$ cat src/rtl/gen_frame_sequencer.sv
// Frame scheduler for generator_v3: gates IN_PIXELS samples per frame, drains, resets the generator, re-arms.
// Input and output paths are 1-cycle registered; upstream is stalled via s_ready outside LOAD; m_ has no backpressure.
module gen_frame_sequencer #(
  parameter int DATA_WIDTH   = 16,
  parameter int IN_PIXELS    = 1024,
  parameter int OUT_PIXELS   = 784,
  parameter int DRAIN_CYCLES = 35000,
  parameter int RST_CYCLES   = 100,
  parameter int REC_CYCLES   = 100
) (
  input  logic                  clk,
  input  logic                  rst_n,
  input  logic                  s_valid,
  output logic                  s_ready,
  input  logic [DATA_WIDTH-1:0] s_data,
  output logic                  gen_rst_n,
  output logic                  gen_valid_in,
  output logic [DATA_WIDTH-1:0] gen_data_in,
  input  logic                  gen_valid_out,
  input  logic [DATA_WIDTH-1:0] gen_data_out,
  output logic                  m_valid,
  output logic [DATA_WIDTH-1:0] m_data,
  output logic                  m_last,
  output logic                  frame_done,
  output logic                  frame_short,
  output logic [15:0]           frame_cnt
);

  typedef enum logic [1:0] {
    ST_RECOVER = 2'd0,
    ST_LOAD    = 2'd1,
    ST_DRAIN   = 2'd2,
    ST_RST     = 2'd3
  } state_t;

  localparam int PH_MAX = (DRAIN_CYCLES > RST_CYCLES)
                        ? ((DRAIN_CYCLES > REC_CYCLES) ? DRAIN_CYCLES : REC_CYCLES)
                        : ((RST_CYCLES > REC_CYCLES) ? RST_CYCLES : REC_CYCLES);
  localparam int PH_W  = $clog2(PH_MAX + 1);
  localparam int IN_W  = $clog2(IN_PIXELS + 1);
  localparam int OUT_W = $clog2(OUT_PIXELS + 1);

  localparam logic [PH_W-1:0]  REC_LAST   = PH_W'(REC_CYCLES - 1);
  localparam logic [PH_W-1:0]  DRAIN_LAST = PH_W'(DRAIN_CYCLES - 1);
  localparam logic [PH_W-1:0]  RST_LAST   = PH_W'(RST_CYCLES - 1);
  localparam logic [IN_W-1:0]  IN_LAST    = IN_W'(IN_PIXELS - 1);
  localparam logic [OUT_W-1:0] OUT_LAST   = OUT_W'(OUT_PIXELS - 1);
  localparam logic [OUT_W-1:0] OUT_MAX    = OUT_W'(OUT_PIXELS);

  state_t           state;
  logic [PH_W-1:0]  phase;
  logic [IN_W-1:0]  in_cnt;
  logic [OUT_W-1:0] out_cnt;

  logic             accept;
  logic             out_take;
  logic [OUT_W-1:0] out_cnt_nxt;

  assign s_ready     = (state == ST_LOAD);
  assign accept      = s_valid && s_ready;
  // Generator results only count while a frame is live; anything after OUT_PIXELS is flush residue.
  assign out_take    = gen_valid_out && ((state == ST_LOAD) || (state == ST_DRAIN)) && (out_cnt < OUT_MAX);
  assign out_cnt_nxt = out_cnt + OUT_W'(out_take);

  always_ff @(posedge clk or negedge rst_n) begin
    if (!rst_n) begin
      state        <= ST_RECOVER;
      phase        <= '0;
      in_cnt       <= '0;
      out_cnt      <= '0;
      frame_cnt    <= '0;
      gen_rst_n    <= 1'b0;
      gen_valid_in <= 1'b0;
      gen_data_in  <= '0;
      m_valid      <= 1'b0;
      m_data       <= '0;
      m_last       <= 1'b0;
      frame_done   <= 1'b0;
      frame_short  <= 1'b0;
    end else begin
      gen_valid_in <= accept;
      if (accept) gen_data_in <= s_data;

      m_valid <= out_take;
      m_last  <= out_take && (out_cnt == OUT_LAST);
      if (out_take) m_data <= gen_data_out;
      out_cnt <= out_cnt_nxt;

      frame_done  <= 1'b0;
      frame_short <= 1'b0;

      case (state)
        ST_RECOVER: begin
          gen_rst_n <= 1'b1;
          // Recovery time is measured from generator reset release, not from entry.
          if (gen_rst_n) begin
            if (phase == REC_LAST) begin
              state   <= ST_LOAD;
              phase   <= '0;
              in_cnt  <= '0;
              out_cnt <= '0;
            end else begin
              phase <= phase + PH_W'(1);
            end
          end
        end

        ST_LOAD: begin
          if (accept) begin
            in_cnt <= in_cnt + IN_W'(1);
            if (in_cnt == IN_LAST) begin
              state <= ST_DRAIN;
              phase <= '0;
            end
          end
        end

        ST_DRAIN: begin
          if (phase == DRAIN_LAST) begin
            state       <= ST_RST;
            phase       <= '0;
            gen_rst_n   <= 1'b0;
            frame_done  <= 1'b1;
            frame_short <= (out_cnt_nxt < OUT_MAX);
            frame_cnt   <= frame_cnt + 16'd1;
          end else begin
            phase <= phase + PH_W'(1);
          end
        end

        ST_RST: begin
          if (phase == RST_LAST) begin
            state     <= ST_RECOVER;
            phase     <= '0;
            gen_rst_n <= 1'b1;
          end else begin
            phase <= phase + PH_W'(1);
          end
        end

        default: state <= ST_RECOVER;
      endcase
    end
  end

endmodule
$ cat config.mk
export PLATFORM = sky130hd
export DESIGN_NAME = gen_frame_sequencer
export DESIGN_NICKNAME = d
export VERILOG_FILES = /design/src/rtl/gen_frame_sequencer.sv
export SDC_FILE = /design/constraint.sdc
export NUM_CORES = 1
export LEC_CHECK = 0
export CORE_ASPECT_RATIO = 2
export CORE_MARGIN = 5
export CORE_UTILIZATION = 55
export DETAILED_ROUTE_END_ITERATION = 8
export HOLD_SLACK_MARGIN = 0.1
export PLACE_DENSITY = 0.94
export REMOVE_ABC_BUFFERS = 1
export SLEW_MARGIN = 25
export SYNTH_ARGS = -nofsm -noshare
export SYNTH_HDL_FRONTEND = slang
export SYNTH_SLANG_ARGS = --single-unit
$ cat constraint.sdc
create_clock -name clk -period 6.45 [get_ports clk]
set_clock_uncertainty 0.1 [all_clocks]
set_input_delay 1.29 -clock clk [delete_from_list [all_inputs] [get_ports clk]]
set_output_delay 1.29 -clock clk [all_outputs]
set_load 0.03 [all_outputs]
== Word-level counts from Yosys, hierarchy flattened ==
Cells that the tools add are included.

* Bits in registers: 93
* Word-level logic and storage cells: 72
* Input bits: 36
* Output and inout port bits: 55

* Reductions and logical operators: 13
* $lt $le $gt $ge: 2
* Add/sub/neg operators: 4
* Equal/unequal tests: 13
* Muxes and demuxes: 27

{| class="wikitable"
|+ Operator list
! kind !! number
|-
| $mux W16 || 5
|-
| $pmux W16 S4 || 1
|-
| $mux W11 || 3
|-
| $add A16 B1 Y16 const B || 2
|-
| $mux W10 || 3
|-
| $pmux W11 S2 || 1
|-
| $lt A10 B10 Y1 const B || 2
|-
| $eq A16 B16 Y1 const B || 1
|-
| $eq A16 B7 Y1 const B || 1
|-
| $mux W2 || 6
|-
| $add A11 B1 Y11 const B || 1
|-
| $eq A11 B10 Y1 const B || 1
|-
| $add A10 B1 Y10 || 1
|-
| $eq A10 B10 Y1 const B || 1
|-
| $pmux W2 S4 || 1
|-
| $mux W1 || 6
|-
| $ne A2 B1 Y1 const B || 3
|-
| $ne A2 B2 Y1 const B || 3
|-
| $reduce_and A3 Y1 || 2
|-
| $reduce_and A6 Y1 || 1
|-
| $eq A2 B2 Y1 const B || 2
|-
| $logic_and A1 B1 Y1 || 4
|-
| $reduce_and A4 Y1 || 1
|-
| $pmux W1 S3 || 1
|-
| other kinds (6) || 6
|}

== Depth between registers and ports, before layout ==
Gate-level depths: netlist (run 1).

* Depth in word-level cells: 8
* Depth in mapped cells: 15
* Mapped depth without buffers: 12

== Worst setup path after synthesis (run 1) ==
OpenSTA, ideal clock, no wires.

* Path type: input-to-reg
* Start: input port gen_valid_out
* End: register out_cnt[8]
* Required time: 6272 ps
* Setup time: 78 ps
* Slack: 3066 ps
* Data arrival time: 3206 ps
* Path buffers: 2
* Stages: 10
* Cells stage by stage: nand3_1 > clkbuf_1 > inv_1 > ha_1 > ha_1 > and3_1 > clkbuf_1 > nand3_1 > or3_1 > a21oi_1

* Longest elaborated chain between the ends: 6

{| class="wikitable"
|+ Ends and longest elaborated chain
! what !! RTL line !! source
|-
| from (decl) || 19 || <nowiki>input logic gen_valid_out,</nowiki>
|-
| $logic_and A1 B1 Y1 (*) (2 in a row) || 62 || <nowiki>assign out_take = gen_valid_out && ((state == ST_LOAD) || (state == ST_DRAIN)) && (out_cnt < OUT_MAX);</nowiki>
|-
| named net out_take || 56 || <nowiki>logic out_take;</nowiki>
|-
| $add A10 B1 Y10 (*) || 63 || <nowiki>assign out_cnt_nxt = out_cnt + OUT_W'(out_take);</nowiki>
|-
| $mux W10 || 97 || <nowiki>if (phase == REC_LAST) begin</nowiki>
|-
| $mux W10 || 96 || <nowiki>if (gen_rst_n) begin</nowiki>
|-
| $mux W10 (*) || 92 || <nowiki>case (state)</nowiki>
|-
| to (signal assigned) || 87 || <nowiki>out_cnt <= out_cnt_nxt;</nowiki>
|-
| to (decl) || 53 || <nowiki>logic [OUT_W-1:0] out_cnt;</nowiki>
|}

Mark *: on every way through the listed nets, which the timed path passes. The rest lies on a longest branch.
A chain may end at the register's enable or synchronous reset.

== Final worst setup path (run 1) ==
* Start: input port gen_valid_out
* End: register frame_short

* Longest elaborated chain between the ends: 6

{| class="wikitable"
|+ Ends and longest elaborated chain
! what !! RTL line !! source
|-
| $logic_and A1 B1 Y1 (2 in a row) || 62 ||
|-
| named net out_take || 56 ||
|-
| $add A10 B1 Y10 || 63 ||
|-
| $lt A10 B10 Y1 || 124 || <nowiki>frame_short <= (out_cnt_nxt < OUT_MAX);</nowiki>
|-
| $mux W1 || 119 || <nowiki>if (phase == DRAIN_LAST) begin</nowiki>
|-
| $mux W1 || 92 ||
|-
| to (signal assigned) || 124 ||
|-
| to (decl) || 25 || <nowiki>output logic frame_short,</nowiki>
|}

The timed path passes the listed nets, and every way through them passes these cells.

==> impl_metrics.json, run 1 <==
{
  "critical-path-top-delay-family": "simple AND/OR/NAND/NOR gates",
  "cp.depth": 10,
  "fillers": 537,
  "timing.slew.headroom": 0.4550,
  "reg2reg_depth": 11,
  "cts_made_buffers": 9,
  "critPathKind": "in2reg",
  "synth_area_leader_cell": "dfrtp_1",
  "async_reset_ff_frac": 1.000,
  "avgRoutedWirePerCell_um": 18.16,
  "finalNonFillerCells": 611,
  "antenna_cells": 0,
  "first_global_vias": 3765,
  "hpwl_um": 8135,
  "clockRootBuffer": "clkbuf_16",
  "crit_chain": "clkdlybuf4s50_1 -> nand3_1 -> inv_1 -> ha_1 -> ha_1 -> and3_1 -> a31oi_1 -> a31oi_1 -> o22ai_1 -> a21oi_1",
  "hold_depth": 1,
  "critPathMaxStageDelay_ns": 0.54,
  "drtPass1Iterations": 5,
  "dp.cells": 595,
  "cts_tree": "built",
  "yosysSeqAreaShare": 0.5234,
  "fin_setup_tns_ns": 0,
  "numClockSinks": 93,
  "numPortBuffers": 90,
  "yosysMostFrequentCell": "dfrtp_1",
  "grt-ovfl-total": 0,
  "cp_num_buf_inv": 2,
  "cts-hold-fix-buffers": 0,
  "combPwrFrac": 0.455,
  "rsz0062_at_grt": "false",
  "switchingPower_uw": 1075,
  "antenna_found_initial": 0,
  "arrival_ns": 4.03,
  "die-width_um": 73.58,
  "synth_area_leaders": "dfrtp_1, mux2_2, nand2_1, xor2_1, nor2_1",
  "placed_area_um2": 5408,
  "route.vias.total": 3656,
  "fin_crit_sh": 0.6000,
  "clk_pin_slew_worst_paths_ns": 0.06,
  "cts_resized": 0,
  "clk_latency_ns": 0.34,
  "hold_path.class": "reg2reg",
  "start_util": 0.5599,
  "die_area_um2": 10090,
  "grt_pass1_wl_um": 18030,
  "critPathLaunchType": "input port",
  "place.gp.congestion": 0.8867,
  "p_leak_uw": 0.002475,
  "viasPerCell": 5.984,
  "finalHoldViolations": 0,
  "peakVddDrop_mv": 0.3955,
  "slew_violations": 0,
  "outcome": "finished clean",
  "post_cts_buffers": 0,
  "dr.first_iter.drc_count": 330,
  "rrSetupSlack_ns": 3.07,
  "synth_top_area_share": 0.5234,
  "syn_area_um2": 4447,
  "worst_slew_pin_slew_ns": 0.8175,
  "timing.final.ws_setup_ns": 2.580,
  "die_y_um": 137.2,
  "yosysWarnings": 0,
  "track_usage": 0.2315,
  "crit_slowest_cell": "nand3_1",
  "wl_um": 11100,
  "crit_path_end_kind": "register",
  "synth_cell_types": 51,
  "route.detailed.drc": 0,
  "timing.fmax_ghz": 0.2584,
  "synth_enable_flop_cells": 0,
  "synth-seq-cells": 93,
  "power_density_nw_per_um2": 460.3,
  "rows": 46,
  "nets": 555,
  "period_needed_ns": 3.870,
  "setup_viol": 0,
  "postRouteAntennaNets": 0,
  "avgSynthCellArea_um2": 10.51,
  "p_clk_frac": 0.188,
  "synth_commonest_cells": "dfrtp_1, nand2_1, nor2_1",
  "p_sw_frac": 0.4107,
  "finalPower_uw": 2617,
  "power_frac_seq": 0.357,
  "synth_cells": 423,
  "clockBufferDepth": 2,
  "design_area_um2": 5687,
  "htree_levels": 3,
  "maxCapViolations": 0,
  "pre_cts_ws_ns": 2.268,
  "drive_gt1_frac": 0.1068,
  "required_ns": 6.61,
  "core_area_um2": 7943,
  "grt_max_degree": 94,
  "area_growth_pct": 27.88,
  "synth-main-ff-cell": "dfrtp_1",
  "ios": 91,
  "path_max_fanout": 17,
  "internal-power_uw": 1543
}
[routing by layer]
layer  wire length (um)  up-vias  track usage
met5                  0        -            0
met4                328        0       0.1099
met3                352       23      0.03162
met2               6622       95       0.4323
met1               3794     1842       0.2450
li1                   -     1696            -
[worst reg2reg max path: stages (launching register included)]
cell	delay, ns
dfrtp_1	0.38
inv_1	0.09
ha_1	0.42
nand3_1	0.58
inv_1	0.26
ha_1	0.24
ha_1	0.22
and3_1	0.27
a31oi_1	0.14
a31oi_1	0.27
o22ai_1	0.16
a21oi_1	0.16
[sequential cells by signal (all words and copies together) (netlist names)]
register,count
m_data,16
frame_cnt,16
m_valid,1
phase,16
in_cnt,11
frame_short,1
gen_data_in,16
out_cnt,10
gen_rst_n,1
gen_valid_in,1
m_last,1
state,2
frame_done,1
[stage by stage]
stage,util,hold slack [ns]
floorplan,-,0.3800
global placement,0.6804,0.3548
detailed placement,0.6808,0.3637
CTS,0.7160,0.3715
global route,0.7160,0.3902
finish,0.7160,0.3722
[path summary, 6_finish.rpt]
| check | startpoint | end |
|---|---|---|
| min in group asynchronous | rst_n | gen_data_in[6] |
| hold / removal | frame_cnt[15] | frame_cnt[15] |
| hold reg to reg | frame_cnt[15] | frame_cnt[15] |
| max in group asynchronous | rst_n | m_data[7] |
| setup / recovery | gen_valid_out | frame_short |
| setup reg to reg | state[0] | frame_short |
[cells in the final DEF, fill, tap and decap left out, drive strengths merged, types with 2 or more instances in the layout]
cell type / synthesis / routed
or3: 3 / 3
xnor2: 6 / 6
mux2: 34 / 34
clkinvlp: 0 / 2
nor4b: 2 / 2
o22a: 2 / 2
or4b: 2 / 2
a31oi: 2 / 2
nand4b: 2 / 2
clkdlybuf4s50: 0 / 89
nand4: 12 / 12
xor2: 16 / 16
o21ai: 22 / 22
a22oi: 5 / 5
a22o: 5 / 5
nor3: 16 / 16
a21oi: 5 / 5
ha: 9 / 9
nand3: 26 / 26
a21o: 2 / 2
or4: 5 / 5
inv: 11 / 12
clkbuf: 11 / 12
nor2: 35 / 35
nor2b: 4 / 4
nand2: 51 / 51
nand3b: 2 / 2
a32oi: 4 / 4
dfrtp: 93 / 93
nor4: 6 / 6
o22ai: 2 / 2
and3: 11 / 11
[logic make-up (layout without fill, tap and decap cells)]
group                      after synthesis  after routing  synth area share
buffers and inverters                   25            117           0.02307
adders and majority gates                9              9           0.02532
and+or+nand+nor                        180            180            0.2071
AOI/OAI and AO/OA                       59             59           0.08948
muxes                                   35             35           0.08835
xor gates and xnor gates                22             22           0.04333
DFF                                     93             93            0.5234
[power by group through the flow]
stage               Sequential (uW)  Clock (uW)  Combinational (uW)
finish                          935         493                1190
global route                    960         523                1280
CTS                             931         500                1200
detailed placement              938           0                1190
global placement                918           0                1140
floorplan                      1130           0                 535
[final cells by class]
class                      instances  area, um^2  share of cell area
sequential                        93        2327              0.4092
clock buffer                      12       246.5             0.04334
tap                               96       120.1             0.02112
inverter                          11       41.29            0.007261
multi-input combinational        305        2017              0.3547
clock inverter                     4       32.53            0.005721
timing repair buffer              90       902.1              0.1586
Note: power is estimated with default switching activity, not from simulation.
==> run 2, diff against run 1 <==
CORE_UTILIZATION = 46   (was 55)
PLACE_DENSITY = 0.85   (was 0.94)
clock period = 3.2 ns   (was 6.45 ns; I/O delays follow)
==> impl_metrics.json, run 2 (synthesis gave the netlist of run 1 again) <==
{
  "fin_crit_sh": 0.8972,
  "htree_levels": 3,
  "grt-ovfl-total": 0,
  "track_usage": 0.1924,
  "grt_pass1_wl_um": 18020,
  "period_needed_ns": 2.871,
  "worst_slew_pin_slew_ns": 0.7415,
  "slew_violations": 0,
  "hold-path-endpoint": "frame_cnt[15]",
  "clk_pin_slew_worst_paths_ns": 0.06,
  "clockRootBuffer": "clkbuf_16",
  "cts_tree": "built",
  "arrival_ns": 2.13,
  "reg2reg_from": "phase[8]",
  "p_leak_uw": 0.002511,
  "clk_latency_ns": 0.35,
  "dr.first_iter.drc_count": 198,
  "setup_viol": 0,
  "drtPass1Iterations": 5,
  "dp.cells": 634,
  "clockBufferDepth": 2,
  "p_sw_frac": 0.4108,
  "reg2reg_to": "phase[6]",
  "hold_path.class": "reg2reg",
  "layout_commonest_cell": "dfrtp_1",
  "timing.slew.headroom": 0.5038,
  "place.gp.congestion": 0.8430,
  "hpwl_um": 8041,
  "numPortBuffers": 90,
  "crit_chain": "inv_1 -> ha_1 -> clkdlybuf4s50_1",
  "grt_max_degree": 69,
  "die_y_um": 149.0,
  "critPathLaunchType": "register",
  "viasPerCell": 5.642,
  "outcome": "finished clean",
  "maxCapViolations": 0,
  "core_area_um2": 9447,
  "numClockSinks": 93,
  "rrSetupSlack_ns": 0.44,
  "drive_gt1_frac": 0.1190,
  "first_global_vias": 3806,
  "die_area_um2": 11850,
  "mostFrequentLayoutCells": "dfrtp_1, clkdlybuf4s50_1, nand2_1",
  "route.vias.total": 3673,
  "timing.fmax_ghz": 0.3483,
  "peakVddDrop_mv": 0.4890,
  "fin_setup_tns_ns": 0,
  "finalHoldViolations": 0,
  "ios": 91,
  "postRouteAntennaNets": 0,
  "p_clk_frac": 0.191,
  "antenna_cells": 0,
  "avgRoutedWirePerCell_um": 16.73,
  "finalPower_uw": 5330,
  "critPathMaxStageDelay_ns": 0.77,
  "power_density_nw_per_um2": 920.7,
  "combPwrFrac": 0.459,
  "antenna_found_initial": 0,
  "critPathKind": "reg2out",
  "hold_depth": 1,
  "path_max_fanout": 15,
  "rows": 50,
  "reg2reg_depth": 5,
  "cts_resized": 0,
  "start_util": 0.4707,
  "crit_slowest_cell": "clkdlybuf4s50_1",
  "finalNonFillerCells": 651,
  "wl_um": 10890,
  "crit_path_end_kind": "output pin",
  "route.detailed.drc": 0,
  "die-width_um": 79.52,
  "internal-power_uw": 3141,
  "holdWs_ns": 0.3735,
  "nets": 561,
  "switchingPower_uw": 2190,
  "area_growth_pct": 30.19,
  "rsz0062_at_grt": "false",
  "cts_made_buffers": 9,
  "required_ns": 2.46,
  "min_from": "frame_cnt[15]",
  "power_frac_seq": 0.351
}
## run 2: cell count changes in the layout (fill, tap and decap cells not counted)
cell / delta
inv_6: +2
clkbuf_1: -2
buf_6: -1
inv_8: +1
clkbuf_8: -1
buf_12: +1
clkinv_2: +1
dlygate4sd3_1: +1
clkinv_4: -1
buf_4: +5
## run 2: layout make-up
| type | count | area, um^2 |
|---|---|---|
| clock buffer | 9 | 225.2 |
| inverter | 11 | 41.29 |
| fill | 734 | 3657 |
| clock inverter | 7 | 57.56 |
| timing repair buffer | 96 | 958.4 |
| multi-input combinational | 305 | 2017 |
| tap | 130 | 162.7 |
| sequential | 93 | 2327 |
## run 2: worst max-delay path, delay by kind of cell (launching register included)
family | cells | cell delay, ns
flip-flops | 1 | 0.42
buffers and inverters | 2 | 0.87
adder cells (fa/ha/maj) | 1 | 0.50
## run 2: metrics by stage
| stage | area, um^2 | utilization | setup slack (ns) |
|---|---|---|---|
| final | 5789 | 0.6128 | 0.3289 |
| after global routing | 5789 | 0.6128 | 0.2364 |
| after CTS | 5789 | 0.6128 | 0.3395 |
| after detailed placement | 5497 | 0.5819 | 0.3354 |
| after global placement | 5497 | 0.5819 | 0.4404 |
| after floorplan | 4385 | - | 0.3728 |
## run 2: per-layer routing
layer,track usage,vias to the layer above,part of all wire
met5,0,-,0
met4,0.09552,0,0.037
met3,0.03507,31,0.039
met2,0.3572,117,0.57
met1,0.2009,1817,0.36
li1,-,1708,-
## run 2: repair_timing
item / in CTS / in global routing
buffers inserted: 0 / 0
endpoints found under the hold margin: 2 / 0
hold buffers: 1 / 0
## run 2: power groups by stage
stage	clock [uW]	combinational (uW)	sequential [uW]
after CTS	1040	2460	1860
after global routing	1090	2620	1920
after detailed placement	0	2440	1890
after floorplan	0	1080	2270
final	1020	2440	1870
after global placement	0	2360	1850
## run 2: worst max-delay path by stage
stage | startpoint | endpoint | slack [ns] | cells after the start
after floorplan | out_cnt[6] | out_cnt[8] | 0.37 | 11
after global placement | s_valid | phase[8] | 0.44 | 7
after detailed placement | gen_valid_out | out_cnt[8] | 0.34 | 9
after CTS | state[1] | s_ready | 0.34 | 3
after global routing | state[1] | s_ready | 0.24 | 3
final | state[1] | s_ready | 0.33 | 3
